[src/rtl/rgmii_rx_frame_sched_pkg.sv]
// Shared types and constants for the RGMII RX FIFO read scheduler.
// The FIFO word is {data_enable, data[7:0]}.
package rgmii_rx_frame_sched_pkg;

   localparam int FIFO_W = 9;
   localparam int EN_BIT = 8;

   typedef enum logic [1:0] {
      HOLDOFF,
      FILL,
      STREAM
   } sched_state_t;

   typedef struct packed {
      logic [7:0] data;
      logic       sof;
      logic       eof;
      logic       err;
   } rx_beat_t;

endpackage

[src/rtl/rgmii_rx_frame_sched_if.sv]
// FIFO read port plus framed byte stream between the CDC FIFO, the scheduler and the MAC parser.
// The master modport is the scheduler side.
interface rgmii_rx_frame_sched_if;
   import rgmii_rx_frame_sched_pkg::*;

   logic [FIFO_W-1:0] fifo_dout;
   logic              fifo_empty;
   logic              fifo_prog_empty;
   logic              fifo_rd_en;
   logic              out_valid;
   logic [7:0]        out_data;
   logic              out_sof;
   logic              out_eof;
   logic              out_err;

   modport master (
      input  fifo_dout, fifo_empty, fifo_prog_empty,
      output fifo_rd_en, out_valid, out_data, out_sof, out_eof, out_err
   );

   modport slave (
      output fifo_dout, fifo_empty, fifo_prog_empty,
      input  fifo_rd_en, out_valid, out_data, out_sof, out_eof, out_err
   );

endinterface

[src/rtl/rgmii_rx_frame_sched_delineator.sv]
// Captures FIFO words, holds one byte of lookahead and emits sof/eof/err framing.
// Aborts on underrun or oversize, then discards the frame's tail until data_enable drops.
module rgmii_rx_frame_sched_delineator
   import rgmii_rx_frame_sched_pkg::*;
#(
   parameter int MAX_FRAME = 1522,
   parameter int LEN_W     = 11
) (
   input  logic              clk125MHz,
   input  logic              rst,
   input  logic              i_cap,
   input  logic [FIFO_W-1:0] i_word,
   input  logic              i_fifo_empty,
   output logic              o_in_frame,
   output logic              o_underrun,
   output logic              o_good_eof,
   output logic              o_abort,
   output logic              o_valid,
   output rx_beat_t          o_beat
);

   logic             w_en;
   logic [7:0]       w_data;
   logic             w_at_max;
   logic             w_underrun;
   logic             w_emit, w_eof, w_err;
   logic             w_start, w_shift, w_close, w_set_disc, w_clr_disc;
   rx_beat_t         w_beat;

   logic             r_in_frame;
   logic             r_discard;
   logic             r_pend_sof;
   logic [7:0]       r_pend_data;
   logic [LEN_W-1:0] r_len;
   logic             r_out_valid;
   rx_beat_t         r_out;

   assign w_en       = i_word[EN_BIT];
   assign w_data     = i_word[7:0];
   assign w_at_max   = (r_len == LEN_W'(MAX_FRAME));
   assign w_underrun = r_in_frame && i_fifo_empty && !i_cap;

   // A pending byte at MAX_FRAME is only an overrun if another frame byte follows it.
   always_comb begin
      w_emit     = 1'b0;
      w_eof      = 1'b0;
      w_err      = 1'b0;
      w_start    = 1'b0;
      w_shift    = 1'b0;
      w_close    = 1'b0;
      w_set_disc = 1'b0;
      w_clr_disc = 1'b0;
      if (i_cap) begin
         if (!w_en) begin
            w_clr_disc = 1'b1;
            if (r_in_frame) begin
               w_emit  = 1'b1;
               w_eof   = 1'b1;
               w_close = 1'b1;
            end
         end else if (r_in_frame) begin
            w_emit = 1'b1;
            if (w_at_max) begin
               w_eof      = 1'b1;
               w_err      = 1'b1;
               w_close    = 1'b1;
               w_set_disc = 1'b1;
            end else begin
               w_shift = 1'b1;
            end
         end else if (!r_discard) begin
            w_start = 1'b1;
         end
      end else if (w_underrun) begin
         w_emit     = 1'b1;
         w_eof      = 1'b1;
         w_err      = 1'b1;
         w_close    = 1'b1;
         w_set_disc = 1'b1;
      end
   end

   always_comb begin
      w_beat      = '0;
      w_beat.data = r_pend_data;
      w_beat.sof  = r_pend_sof;
      w_beat.eof  = w_eof;
      w_beat.err  = w_err;
   end

   always_ff @(posedge clk125MHz) begin
      if (rst) begin
         r_in_frame  <= 1'b0;
         r_discard   <= 1'b0;
         r_pend_sof  <= 1'b0;
         r_pend_data <= '0;
         r_len       <= '0;
         r_out_valid <= 1'b0;
         r_out       <= '0;
      end else begin
         r_out_valid <= w_emit;
         r_out       <= w_emit ? w_beat : '0;
         if (w_start || w_shift) begin
            r_pend_data <= w_data;
            r_pend_sof  <= w_start;
            r_len       <= w_start ? LEN_W'(1) : r_len + LEN_W'(1);
         end
         if (w_start) begin
            r_in_frame <= 1'b1;
         end else if (w_close) begin
            r_in_frame <= 1'b0;
         end
         if (w_set_disc) begin
            r_discard <= 1'b1;
         end else if (w_clr_disc) begin
            r_discard <= 1'b0;
         end
      end
   end

   assign o_in_frame = r_in_frame;
   assign o_underrun = w_underrun;
   assign o_good_eof = w_emit && w_eof && !w_err;
   assign o_abort    = w_emit && w_err;
   assign o_valid    = r_out_valid;
   assign o_beat     = r_out;

endmodule

[src/rtl/rgmii_rx_frame_sched.sv]
// Read-side scheduler for the RGMII RX CDC FIFO: fill/hold-off hysteresis, framed byte output,
// good-frame and aborted-frame counters.
//
// state   | meaning
// HOLDOFF | rd_en low, counting out the re-arm delay after a drain stops
// FILL    | rd_en low, waiting for the FIFO to climb above prog_empty
// STREAM  | rd_en follows !fifo_empty; never left inside a frame except on underrun
module rgmii_rx_frame_sched
   import rgmii_rx_frame_sched_pkg::*;
#(
   parameter int HOLDOFF_CYC = 60,
   parameter int MAX_FRAME   = 1522,
   parameter int LEN_W       = 11
) (
   input  logic                          clk125MHz,
   input  logic                          rst,
   rgmii_rx_frame_sched_if.master        bus,
   output logic [15:0]                   frame_cnt,
   output logic [7:0]                    err_cnt
);

   localparam int HOLD_W = (HOLDOFF_CYC > 1) ? $clog2(HOLDOFF_CYC) : 1;

   sched_state_t      r_state, w_state_nxt;
   logic [HOLD_W-1:0] r_hold_cnt;
   logic              r_rd_q;
   logic [15:0]       r_frame_cnt;
   logic [7:0]        r_err_cnt;

   logic              w_rd_en;
   logic              w_hold_done;
   logic              w_stop;
   logic              w_in_frame, w_underrun, w_good_eof, w_abort, w_out_valid;
   rx_beat_t          w_beat;

   assign w_hold_done = (r_hold_cnt == HOLD_W'(HOLDOFF_CYC - 1));
   assign w_stop      = !w_in_frame && bus.fifo_prog_empty && !r_rd_q;

   always_comb begin
      w_state_nxt = r_state;
      w_rd_en     = 1'b0;
      unique case (r_state)
         HOLDOFF: if (w_hold_done) w_state_nxt = FILL;
         FILL:    if (!bus.fifo_prog_empty) w_state_nxt = STREAM;
         STREAM: begin
            if (w_underrun || w_stop) begin
               w_state_nxt = HOLDOFF;
            end else begin
               w_rd_en = !bus.fifo_empty;
            end
         end
         default: w_state_nxt = HOLDOFF;
      endcase
   end

   always_ff @(posedge clk125MHz) begin
      if (rst) begin
         r_state     <= HOLDOFF;
         r_hold_cnt  <= '0;
         r_rd_q      <= 1'b0;
         r_frame_cnt <= '0;
         r_err_cnt   <= '0;
      end else begin
         r_state    <= w_state_nxt;
         r_hold_cnt <= (r_state == HOLDOFF && !w_hold_done) ? r_hold_cnt + HOLD_W'(1) : '0;
         r_rd_q     <= w_rd_en;
         if (w_good_eof) begin
            r_frame_cnt <= r_frame_cnt + 16'd1;
         end
         if (w_abort && r_err_cnt != 8'hFF) begin
            r_err_cnt <= r_err_cnt + 8'd1;
         end
      end
   end

   rgmii_rx_frame_sched_delineator #(
      .MAX_FRAME (MAX_FRAME),
      .LEN_W     (LEN_W)
   ) u_delin (
      .clk125MHz    (clk125MHz),
      .rst          (rst),
      .i_cap        (r_rd_q),
      .i_word       (bus.fifo_dout),
      .i_fifo_empty (bus.fifo_empty),
      .o_in_frame   (w_in_frame),
      .o_underrun   (w_underrun),
      .o_good_eof   (w_good_eof),
      .o_abort      (w_abort),
      .o_valid      (w_out_valid),
      .o_beat       (w_beat)
   );

   assign bus.fifo_rd_en = w_rd_en;
   assign bus.out_valid  = w_out_valid;
   assign bus.out_data   = w_beat.data;
   assign bus.out_sof    = w_beat.sof;
   assign bus.out_eof    = w_beat.eof;
   assign bus.out_err    = w_beat.err;
   assign frame_cnt      = r_frame_cnt;
   assign err_cnt        = r_err_cnt;

endmodule

[src/flat_wrapper.sv]
// flat-port wrapper written by rule: the top's interface ports become plain ports
module rgmii_rx_frame_sched_flat import rgmii_rx_frame_sched_pkg::*;
#(
   parameter int HOLDOFF_CYC = 60,
   parameter int MAX_FRAME   = 1522,
   parameter int LEN_W       = 11
)
  (clk125MHz, rst, frame_cnt, err_cnt, bus_fifo_dout, bus_fifo_empty, bus_fifo_prog_empty, bus_fifo_rd_en, bus_out_valid, bus_out_data, bus_out_sof, bus_out_eof, bus_out_err);
  rgmii_rx_frame_sched_if bus_i ();
  input  logic clk125MHz;
  input  logic rst;
  output logic [15:0] frame_cnt;
  output logic [7:0] err_cnt;
  input wire logic [$bits(bus_i.fifo_dout)-1:0] bus_fifo_dout;
  input wire logic [$bits(bus_i.fifo_empty)-1:0] bus_fifo_empty;
  input wire logic [$bits(bus_i.fifo_prog_empty)-1:0] bus_fifo_prog_empty;
  output wire logic [$bits(bus_i.fifo_rd_en)-1:0] bus_fifo_rd_en;
  output wire logic [$bits(bus_i.out_valid)-1:0] bus_out_valid;
  output wire logic [$bits(bus_i.out_data)-1:0] bus_out_data;
  output wire logic [$bits(bus_i.out_sof)-1:0] bus_out_sof;
  output wire logic [$bits(bus_i.out_eof)-1:0] bus_out_eof;
  output wire logic [$bits(bus_i.out_err)-1:0] bus_out_err;
  assign bus_i.fifo_dout = bus_fifo_dout;
  assign bus_i.fifo_empty = bus_fifo_empty;
  assign bus_i.fifo_prog_empty = bus_fifo_prog_empty;
  assign bus_fifo_rd_en = bus_i.fifo_rd_en;
  assign bus_out_valid = bus_i.out_valid;
  assign bus_out_data = bus_i.out_data;
  assign bus_out_sof = bus_i.out_sof;
  assign bus_out_eof = bus_i.out_eof;
  assign bus_out_err = bus_i.out_err;
  rgmii_rx_frame_sched #(.HOLDOFF_CYC(HOLDOFF_CYC), .MAX_FRAME(MAX_FRAME), .LEN_W(LEN_W)) u_core (.clk125MHz(clk125MHz), .rst(rst), .bus(bus_i), .frame_cnt(frame_cnt), .err_cnt(err_cnt));
endmodule
[config.mk]
export PLATFORM = sky130hd
export DESIGN_NAME = rgmii_rx_frame_sched_flat
export DESIGN_NICKNAME = d
export VERILOG_FILES = /design/src/rtl/rgmii_rx_frame_sched_pkg.sv /design/src/rtl/rgmii_rx_frame_sched_if.sv /design/src/rtl/rgmii_rx_frame_sched_delineator.sv /design/src/rtl/rgmii_rx_frame_sched.sv /design/src/flat_wrapper.sv
export SDC_FILE = /design/constraint.sdc
export NUM_CORES = 1
export LEC_CHECK = 0
export BUFFER_PORTS_ARGS = -buffer_cell sky130_fd_sc_hd__buf_2
export CORE_MARGIN = 4
export CORE_UTILIZATION = 55
export CTS_BUF_LIST = sky130_fd_sc_hd__clkbuf_2 sky130_fd_sc_hd__clkbuf_4 sky130_fd_sc_hd__clkbuf_8
export CTS_CLUSTER_DIAMETER = 100
export CTS_CLUSTER_SIZE = 14
export DETAILED_ROUTE_END_ITERATION = 10
export GPL_ROUTABILITY_DRIVEN = 0
export PLACE_DENSITY = 0.78
export SYNTH_ARGS = -nofsm -noshare
export SYNTH_HDL_FRONTEND = slang
export SYNTH_SLANG_ARGS = --single-unit
[constraint.sdc]
create_clock -name clk125MHz -period 6.55 [get_ports clk125MHz]
set_input_delay 0.3275 -clock clk125MHz [delete_from_list [all_inputs] [get_ports clk125MHz]]
set_output_delay 0.3275 -clock clk125MHz [all_outputs]
set_load 0.005 [all_outputs]
# After elaboration in Yosys (flattened, before gate mapping)
# Index checks and enable logic that the tools add are counted.
# W data, S select, Z words.
[classes]
n_eq_ne = 8
bitwise_logic = 2
muxes = 30
n_addsub = 4
reduce_logical = 22
[ops]
columns = ["operator", "count"]
rows = [
  ["$mux W1", 25],
  ["$add A16 B1 Y16 const B", 1],
  ["$add A11 B1 Y11 const B", 1],
  ["$eq A11 B11 Y1 const B", 1],
  ["$mux W11", 1],
  ["$logic_and A1 B1 Y1", 9],
  ["$add A8 B1 Y8 const B", 1],
  ["$ne A8 B8 Y1 const B", 1],
  ["$add A6 B1 Y6 const B", 1],
  ["$eq A6 B6 Y1 const B", 1],
  ["$mux W2", 3],
  ["$pmux W2 S3", 1],
  ["$logic_not A1 Y1", 5],
  ["$ne A2 B1 Y1 const B", 2],
  ["$reduce_bool A2 Y1", 2],
  ["$reduce_or A2 Y1", 2],
  ["$reduce_and A3 Y1", 1],
  ["$eq A2 B1 Y1 const B", 1],
  ["$eq A2 B2 Y1 const B", 1],
  ["$logic_not A2 Y1", 1],
  ["$logic_or A1 B1 Y1", 2],
  ["$ne A2 B2 Y1 const B", 1],
  ["$not A1 Y1", 2],
]
[word_totals]
regBits = 67
wordCells = 81
output_inout_bits = 37

# Logic depth before layout (Yosys ltp)
# Gate-level depths: netlist of the first run.
[logic_depth]
depth_word = 7
depth_mapped = 8

# Hierarchy
# A second synthesis of the first run with hierarchy kept.
[unflattened]
hier_cells = 322
area_unflattened_um2 = 2929.1
[by_module_without_submodules]
columns = ["module", "cells_per_inst", "seq_area_each_um2", "n_inst", "area_each_um2"]
rows = [
  ["rgmii_rx_frame_sched", 168, 660.6, 1, 1516.5],
  ["rgmii_rx_frame_sched_delineator", 154, 680.7, 1, 1412.6],
]

# Least setup slack after synthesis of the first run
# Ideal clock, no wire load.
[synth_timing]
kind = "register to register"
start = "reg u_core.u_delin.r_len[0]"
end = "reg u_core.r_err_cnt[5], in the netlist u_core.err_cnt[5]"
path_stages_with_launch = 8
slack_ns = 4.153
n_path_buf = 1
period_less_slack_ns = 2.397
arrival_time_ns = 2.273
setup_time_ns = 0.123
cell_sequence = "dfxtp_1 -> inv_1 -> ha_1 -> or3b_4 -> or4_4 -> buf_6 -> a2111oi_1 -> mux2_1"
[synth_between]
elab_chain_len = 7
[synth_rtl]
columns = ["item", "line", "source"]
rows = [
  ["start, declared", "rgmii_rx_frame_sched_delineator.sv:34", "logic [LEN_W-1:0] r_len;"],
  ["start signal, assigned", "rgmii_rx_frame_sched_delineator.sv:106", "r_len <= w_start ? LEN_W'(1) : r_len + LEN_W'(1);"],
  ["$eq A11 B11 Y1", "rgmii_rx_frame_sched_delineator.sv:40", "assign w_at_max = (r_len == LEN_W'(MAX_FRAME));"],
  ["$mux W1", "rgmii_rx_frame_sched_delineator.sv:63", "if (w_at_max) begin"],
  ["$mux W1", "rgmii_rx_frame_sched_delineator.sv:61", "end else if (r_in_frame) begin"],
  ["$mux W1", "rgmii_rx_frame_sched_delineator.sv:54", "if (!w_en) begin"],
  ["$mux W1", "rgmii_rx_frame_sched_delineator.sv:53", "if (i_cap) begin"],
  ["$logic_and A1 B1 Y1", "rgmii_rx_frame_sched_delineator.sv:124", "assign o_abort = w_emit && w_err;"],
  ["$logic_and A1 B1 Y1", "rgmii_rx_frame_sched.sv:70", "if (w_abort && r_err_cnt != 8'hFF) begin"],
  ["end signal, assigned", "rgmii_rx_frame_sched.sv:71", "r_err_cnt <= r_err_cnt + 8'd1;"],
  ["end, declared", "rgmii_rx_frame_sched.sv:28", "logic [7:0] r_err_cnt;"],
]
# No other way between the ends.
# A chain may end at the register's enable or synchronous reset.

# Worst setup path in the final report of the first run
# Same ends and word-level chain as after synthesis.

==> impl_metrics.ini, run 1 <==
[run_status]
status = finished clean

[logic_synthesis]
yosysTopAreaCell = dfxtp_1
synth_area_per_cell_um2 = 8.963
synth_edf_count = 0
synthArstFlopShare_pct = 0
yosysMostFrequentCell = dfxtp_1
synthCells = 324
synth_nets = 342
post_synth_num_cell_types = 47
synth_compound_area_share_pct = 14.65
synth_ff_type = dfxtp_1
syn-cell-area_um2 = 2904
synth_warnings = 0
synth_fa_ha_area_share_pct = 2.154
synth_common_cells = 67 x dfxtp_1, 30 x nor2_1, 24 x a21oi_1, 19 x nand2_1, 18 x nand3_1
synth-simple-area-share_pct = 24.73
ys_ff_latch = 67
synth_top_family_by_area = simple AND/OR/NAND/NOR gates
synth.top_cells.by_area = dfxtp_1 46%, a21oi_1 4.1%, nor2_1 3.9%
synth.area.mux_share_pct = 4.093
synth-xor-area-share_pct = 4.524
synth_top_cell_area_share_pct = 46.19
ys_seq_area_share_pct = 46.19

[timing]
tns_ns = 0
finalHoldViolCount = 0
layout_setup_ws_ns = 4.087
rsz0062_at_grt = no
final_max_slew_viol_count = 0
skew_ns = 0.006503
worst_pin_slew_ns = 0.8598
post-route-period-util_pct = 37.61
finalSetupViolCount = 0
period_minus_slack_ns = 2.463
slew-limit-headroom_pct = 42.68
timing.fmax_mhz = 406.0

[critical_path]
r2r_start = u_core.u_delin.r_len[0]
critPathMaxFanout = 9
r2r_end = u_core.err_cnt[5]
crit_path_start_kind = flop
endpoint_kind = flop
cp.arrival_ns = 2.69
rrSetupSlack_ns = 4.09
path_class = reg2reg
r2r_cells = 6
crit_required_ns = 6.77

[clocking]
h-tree-depth = 3
cts_buffer_depth = 2
post_cts_buffers = 0
cts_tree = yes
cts_made_buffers = 9
clkTransAtPathRegs_ns = 0.07
cts-hold-fix-buffers = 0
clock-sinks = 67
insertion_delay_ns = 0.33
cts-resized-gates = 0
root_buffer = clkbuf_8

[routing]
drcViolationCount = 0
vias = 2470
firstDrtPassIters = 4
wl_per_cell_um = 13.30
ant_nets = 0
wl_mm = 5.920
via_per_inst = 5.551
drtIter0Drc = 167

[global_route]
grt_pass1_wl_mm = 9.715
grt_pass1_vias = 2229
track_usage_pct = 19.19
grt_max_degree = 51
antenna_found_initial = 0
overflow = 0

[final_layout]
drive_gt1_share_pct = 21.07
nNetsFinal = 388
num-fill-cells = 435
syn_to_final_growth_pct = 16.63
antenna_cells = 0
multi_input_area_um2 = 1461
seqCellArea_um2 = 1341

[place]
post-place-ws_ns = 4.086
post-dp-hpwl_mm = 4.028
port_buffers = 49

[die]
core_region_area_um2 = 5107
die_y_um = 80.67
std_cell_rows = 26
initial_core_util_pct = 56.86
die_area_um2 = 6507
num_io_pins = 50
die_x_um = 80.67

[power_and_ir_drop]
vdd_drop_max_mv = 0.1355
power.leakage_nw = 1.357
power_density_nw_per_um2 = 223.6

[hold_path]
whs_path_depth = 3
hp-class = in2reg
worstHoldStart = bus_fifo_dout[3]
whs_endpoint = u_core.u_delin.r_pend_data[3]

[job]
maxCapViolations = 0
[power breakdown]
part           internal, mW  leakage, nW  switching (mW)
Combinational       0.00576        0.711          0.0118
Clock                 0.187        0.107           0.143
Sequential            0.409        0.540         0.00115
[stage by stage]
step / hold slack [ns] / cell area, um^2 / util [%] / std cells / power, mW
after floorplan: 0.4130 / 2904 / - / 324 / 0.4298
after global placement: 0.4258 / 3188 / 62.42 / 429 / 0.4362
after detailed placement: 0.4401 / 3188 / 62.42 / 429 / 0.4369
after CTS: 0.2407 / 3387 / 66.32 / 445 / 0.7663
after global routing: 0.2577 / 3387 / 66.32 / 445 / 0.7861
final: 0.2571 / 3387 / 66.32 / 445 / 0.7574
[critical path: stages (launching register included)]
cell and delay (ns):
dfxtp_1 0.35, inv_1 0.07, ha_1 0.13, or3b_4 0.39, or4_4 0.59, a2111oi_1 0.47, mux2_1 0.36
[sequential cells by signal (all words and copies together) (netlist names)]
| register | count |
|---|---|
| u_core.err_cnt | 8 |
| u_core.frame_cnt | 16 |
| u_core.r_hold_cnt | 6 |
| u_core.r_rd_q | 1 |
| u_core.r_state | 2 |
| u_core.u_delin.o_beat | 11 |
| u_core.u_delin.o_in_frame | 1 |
| u_core.u_delin.o_valid | 1 |
| u_core.u_delin.r_discard | 1 |
| u_core.u_delin.r_len | 11 |
| u_core.u_delin.r_pend_data | 8 |
| u_core.u_delin.r_pend_sof | 1 |
[cell type report]
cell class,instances,area share (%)
Timing Repair Buffer,51,7.684
Inverter,10,1.108
Multi-Input combinational cell,231,43.15
Tap cell,70,2.586
Clock buffer,15,5.726
Clock inverter,1,0.1478
Sequential cell,67,39.60
[worst max-delay path by stage]
stage | start | end | cells past startpoint | slack (ns)
after floorplan | u_core.u_delin.r_len[0] | u_core.err_cnt[5] | 7 | 4.15
after global placement | u_core.u_delin.r_len[0] | u_core.err_cnt[7] | 6 | 4.12
after detailed placement | u_core.u_delin.r_len[0] | u_core.err_cnt[5] | 6 | 4.09
after CTS | u_core.u_delin.r_len[0] | u_core.err_cnt[5] | 6 | 4.09
after global routing | u_core.u_delin.r_len[0] | u_core.err_cnt[6] | 6 | 3.93
final | u_core.u_delin.r_len[0] | u_core.err_cnt[5] | 6 | 4.09
[logic make-up after synthesis]
family	after synthesis
simple gates	134
flops	67
compound gates	66
buf+inv	26
xor+xnor	15
mux	11
fa+ha+maj	5
[cells in the final DEF (no fill, tap or decap), types with 10 or more instances in the layout]
cell type,synthesis,final
inv_1,10,10
clkbuf_8,0,13
dfxtp_1,67,67
and3_1,12,12
nand3_1,18,18
a21oi_1,24,24
nand2_1,19,19
buf_2,1,49
nor2_1,30,30
xnor2_1,11,11
nand4_1,10,10
o21ai_0,15,15
[routing by layer]
layer / part of all wire (%) / vias up / global-route usage (%)
li1: - / 1267 / -
met1: 47 / 1132 / 22.57
met2: 46 / 63 / 32.53
met3: 5.4 / 8 / 5.493
met4: 1.5 / 0 / 7.939
met5: 0 / - / 0
Note: power is estimated with default switching activity, not from simulation.
==> inputs of run 2 (changes only) <==
ABC_AREA = 1   (was default)
clock period = 2.5 ns   (was 6.55 ns; I/O delays follow)
==> impl_metrics.ini, run 2 <==
[routing]
wl_mm = 6.842
wl_per_cell_um = 11.88
firstDrtPassIters = 4
via_per_inst = 5.094
drtIter0Drc = 112
drcViolationCount = 0
ant_nets = 0
vias = 2934

[logic_synthesis]
synth_warnings = 0
synth_common_cells = 92 x nand2_1, 72 x nor2_1, 67 x dfxtp_1, 44 x inv_1, 40 x a21oi_1
synth_edf_count = 0
synth_area_per_cell_um2 = 7.204
post_synth_num_cell_types = 34
synth_nets = 460
synth_top_cell_area_share_pct = 42.12
syn-cell-area_um2 = 3184
synth.top_cells.by_area = dfxtp_1 42%, nand2_1 11%, nor2_1 8.5%
ys_seq_area_share_pct = 42.12
synthArstFlopShare_pct = 0
yosysTopAreaCell = dfxtp_1
synth_ff_type = dfxtp_1
yosysMostFrequentCell = nand2_1
ys_ff_latch = 67
synthCells = 442

[timing]
timing.fmax_mhz = 575.7
layout_setup_ws_ns = 0.7631
tns_ns = 0
final_max_slew_viol_count = 0
worst_pin_slew_ns = 0.8434
rsz0062_at_grt = no
finalHoldViolCount = 0
finalSetupViolCount = 0
post-route-period-util_pct = 69.48
slew-limit-headroom_pct = 43.52
skew_ns = 0.007138
period_minus_slack_ns = 1.737

[place]
post-dp-hpwl_mm = 4.671
port_buffers = 49
post-place-ws_ns = 0.8083

[power_and_ir_drop]
vdd_drop_max_mv = 0.3534
power_density_nw_per_um2 = 542.0
power.leakage_nw = 1.584

[job]
maxCapViolations = 0

[critical_path]
critPathMaxFanout = 12
cp.arrival_ns = 2.02
path_class = reg2reg
critPathLaunch = u_core.u_delin.r_len[0]
endpoint_kind = flop
crit_required_ns = 2.79
crit_path_start_kind = flop
r2r_start = u_core.u_delin.r_len[0]

[final_layout]
largest_register_ffs = 16
final_common_cell = nand2_1
antenna_cells = 0
fin_util_pct = 67.00
drive_gt1_share_pct = 17.86
syn_to_final_growth_pct = 17.29
layout_common_cells = 92 x nand2_1, 72 x nor2_1, 67 x dfxtp_1, 49 x buf_2, 44 x inv_1
nNetsFinal = 517

[clocking]
cts_buffer_depth = 2
cts_tree = yes
insertion_delay_ns = 0.35
h-tree-depth = 3
root_buffer = clkbuf_8
clkTransAtPathRegs_ns = 0.08
clock-sinks = 67
cts_made_buffers = 9

[global_route]
grt_pass1_vias = 2823
grt_max_degree = 37
track_usage_pct = 20.75
grt_pass1_wl_mm = 12.30
overflow = 0
antenna_found_initial = 0

[die]
die_x_um = 84.09
initial_core_util_pct = 57.13
std_cell_rows = 27
num_io_pins = 50
die_area_um2 = 7071
core_region_area_um2 = 5574
die_y_um = 84.09

[hold_path]
worstHoldStart = bus_fifo_dout[3]
hp-class = in2reg

[run_status]
status = finished clean
[run 2: changes by cell type after synthesis, sizes merged, moves of 7 or more]
cell    change
or3         -8
a21oi      +16
nor2       +47
mux2        -7
and3       -13
xor2        +8
nand2      +79
nor2b       -8
nand3      +21
inv        +38
clkbuf     -10
[run 2: cells by family after synthesis]
family	Yosys count	share of synthesized area (%)
buffers and inverters	59	7.623
DFF	67	42.12
and+or+nand+nor	233	33.24
AOI/OAI and AO/OA	61	10.37
xor gates and xnor gates	17	4.676
adders and majority gates	5	1.965
[run 2: final timing paths]
check / cells past startpoint / endpoint / slack [ns]
worst max register to register: 11 / u_core.u_delin.r_len[2] / 0.76
worst min-delay path: 3 / u_core.u_delin.r_pend_data[3] / 0.02
worst max-delay path: 11 / u_core.u_delin.r_len[2] / 0.76
worst min register to register: 2 / u_core.u_delin.o_beat[10] / 0.43
[run 2: worst max-delay path, stage by stage, from the launching register on]
cell and delay (ns):
dfxtp_1 0.47, inv_1 0.10, ha_1 0.20, nand2_1 0.08, inv_1 0.05, nand3_2 0.12
nor2_4 0.05, nor2_4 0.29, nand2_1 0.13, nand2_1 0.08, nand2_1 0.05, nor2_1 0.07
[run 2: routing by layer]
metal / up-vias / share of wire (%) / track usage (%)
met5: - / 0 / 0
met4: 0 / 1.8 / 8.626
met3: 13 / 4.4 / 3.258
li1: 1536 / - / -
met1: 1326 / 47 / 26.22
met2: 59 / 47 / 34.94
[run 2: power by group]
| part | leakage [nW] | switching [mW] | total (mW) | internal (mW) |
|---|---|---|---|---|
| clock | 0.0916 | 0.440 | 0.904 | 0.464 |
| combinational | 0.952 | 0.0261 | 0.0468 | 0.0207 |
| sequential | 0.540 | 0.00297 | 1.07 | 1.07 |
| total | 1.58 | 0.469 | 2.02 | 1.56 |
[run 2: area by class of cell]
type	count	area (um^2)
fillers	474	1839
multi-input cells	316	1600
flip-flops and latches	67	1341
repair buffers	57	320.3
inverters	48	180.2
clock buffers	9	123.9
well taps	72	90.09
clock inverters	7	78.83
[run 2: repair_timing]
item,4_1_cts,5_1_grt
endpoints found under the hold margin,6,0
gates resized for setup,0,0
hold buffers,6,0
setup buffers,0,0
[run 2: per-stage QoR]
stage          hold slack [ns]  cell area (um^2)  instances  power (mW)
2_1_floorplan           0.2043              3184        442       1.119
6_report               0.01635              3735        576       2.024
5_1_grt                0.04191              3735        576       2.085
3_5_place_dp            0.3488              3472        554       1.138
3_3_place_gp            0.3420              3472        554       1.136
4_1_cts               0.004933              3735        576       2.041
==> inputs of run 3 (changes only) <==
clock period = 1.8 ns   (was 2.5 ns; I/O delays follow)
==> impl_metrics.ini, run 3 (synthesis results as in run 2) <==
[hold_path]
hp-class = in2reg
whs_path_depth = 3
whs_endpoint = u_core.u_delin.r_pend_data[1]
worstHoldStart = bus_fifo_dout[1]

[power_and_ir_drop]
vdd_drop_max_mv = 0.4798
seqPwrFrac_pct = 49.8
switchingPower_mw = 0.6086
power_density_nw_per_um2 = 778.0
internal_power_mw = 2.388
clkPwrFrac_pct = 48.0
switching_share_pct = 20.31
power_mw = 2.996
comb_power_share_pct = 2.3
power.leakage_nw = 1.656

[critical_path]
rrSetupSlack_ns = 0.19
crit_path_start_kind = flop
critPathMaxFanout = 13
endpoint_kind = flop
r2r_cells = 8
crit_required_ns = 2.02
r2r_end = u_core.err_cnt[2]
path_class = reg2reg
cp.arrival_ns = 1.83
r2r_start = u_core.u_delin.r_len[1]

[clocking]
cts_buffer_depth = 2
h-tree-depth = 3
insertion_delay_ns = 0.34
clock-sinks = 67
clkTransAtPathRegs_ns = 0.07
cts_tree = yes
root_buffer = clkbuf_8
cts_made_buffers = 9

[die]
initial_core_util_pct = 57.13
num_io_pins = 50
die_y_um = 84.09
die_x_um = 84.09
die_area_um2 = 7071
std_cell_rows = 27
core_region_area_um2 = 5574

[timing]
post-route-period-util_pct = 89.48
period_minus_slack_ns = 1.611
timing.fmax_mhz = 620.9
final_max_slew_viol_count = 0
finalSetupViolCount = 0
worst_pin_slew_ns = 0.3880
slew-limit-headroom_pct = 74.07
tns_ns = 0
rsz0062_at_grt = no
skew_ns = 0.005342
finalHoldViolCount = 0

[final_layout]
nNetsFinal = 526
largest_register_ffs = 16
fin_cells = 585
syn_to_final_growth_pct = 20.94
layout_common_cells = 91 x nand2_1, 72 x nor2_1, 67 x dfxtp_1, 49 x buf_2, 44 x inv_1
final_common_cell = nand2_1
design_area_um2 = 3851
drive_gt1_share_pct = 19.10
num-fill-cells = 463
antenna_cells = 0

[routing]
drtIter0Drc = 166
wl_mm = 7.058
ant_nets = 0
drcViolationCount = 0
firstDrtPassIters = 5
wl_per_cell_um = 12.06
vias = 3025
via_per_inst = 5.171

[global_route]
grt_pass1_vias = 2890
antenna_found_initial = 0
overflow = 0
grt_max_degree = 37
grt_pass1_wl_mm = 12.59
track_usage_pct = 21.24

[place]
post-dp-hpwl_mm = 4.804
port_buffers = 49
placed_cells = 559
placed_cell_area_um2 = 3510

[run_status]
status = finished clean

[job]
maxCapViolations = 0
## run 3: cell types whose count changed in the layout (fill, tap and decap cells not counted), moves of 2 or more
| cell | change |
|---|---|
| clkinvlp_4 | -2 |
| buf_4 | +6 |
| clkbuf_8 | +2 |
| dlygate4sd3_1 | +2 |
| clkinv_4 | -3 |
## run 3: power groups by stage
stage / Sequential (mW) / Clock (mW) / Combinational, mW
floorplan: 1.52 / 0 / 0.0298
global placement: 1.52 / 0 / 0.0530
detailed placement: 1.53 / 0 / 0.0537
CTS: 1.49 / 1.45 / 0.0669
global route: 1.49 / 1.53 / 0.0739
finish: 1.49 / 1.44 / 0.0675
## run 3: area by class of cell
class	count	area, um^2	area share (%)
multi-input cells	316	1603	41.62
flip-flops and latches	67	1341	34.83
repair buffers	66	405.4	10.53
inverters	48	180.2	4.678
clock buffers	12	158.9	4.126
well taps	72	90.09	2.339
clock inverters	4	72.57	1.884
## run 3: worst max path at each step
stage                       startpoint                       to  slack [ns]  cells past startpoint
5_1_grt        u_core.u_delin.r_len[1]        u_core.err_cnt[2]        0.01                      8
4_1_cts              u_core.err_cnt[0]        u_core.err_cnt[2]        0.13                      7
3_5_place_dp         u_core.err_cnt[0]        u_core.err_cnt[2]        0.16                      7
3_3_place_gp         u_core.err_cnt[0]        u_core.err_cnt[2]        0.22                      7
2_1_floorplan  u_core.u_delin.r_len[0]  u_core.u_delin.r_len[3]        0.29                     11
6_report       u_core.u_delin.r_len[1]        u_core.err_cnt[2]        0.19                      8
## run 3: per-layer routing
layer / GRT usage, % / vias up / wire [um]
met3: 3.455 / 14 / 315
met1: 26.81 / 1398 / 3292
li1: - / 1552 / -
met2: 35.58 / 61 / 3344
met5: 0 / - / 0
met4: 9.064 / 0 / 105
## run 3: critical path: stages, from the launching register on
cell	delay (ns)
dfxtp_1	0.40
ha_1	0.18
nand2_1	0.07
nor2_1	0.15
nand4_2	0.14
nand2_2	0.25
nand2_2	0.15
nand2_1	0.09
a21oi_1	0.06
## run 3: repair_timing
action                     in CTS  in global routing
hold buffers                    8                  0
setup buffers                   0                  2
setup endpoints to repair       0                  8
hold endpoints to repair        8                  0
resized for setup               0                  1
## run 3: stage by stage
stage	hold slack (ns)	setup slack, ns	util (%)
6_report	0.01473	0.1894	69.09
5_1_grt	0.04612	0.01128	69.09
4_1_cts	0.01389	0.1344	68.55
3_5_place_dp	0.3209	0.1559	62.96
3_3_place_gp	0.3124	0.2196	62.96
2_1_floorplan	0.1693	0.2891	-
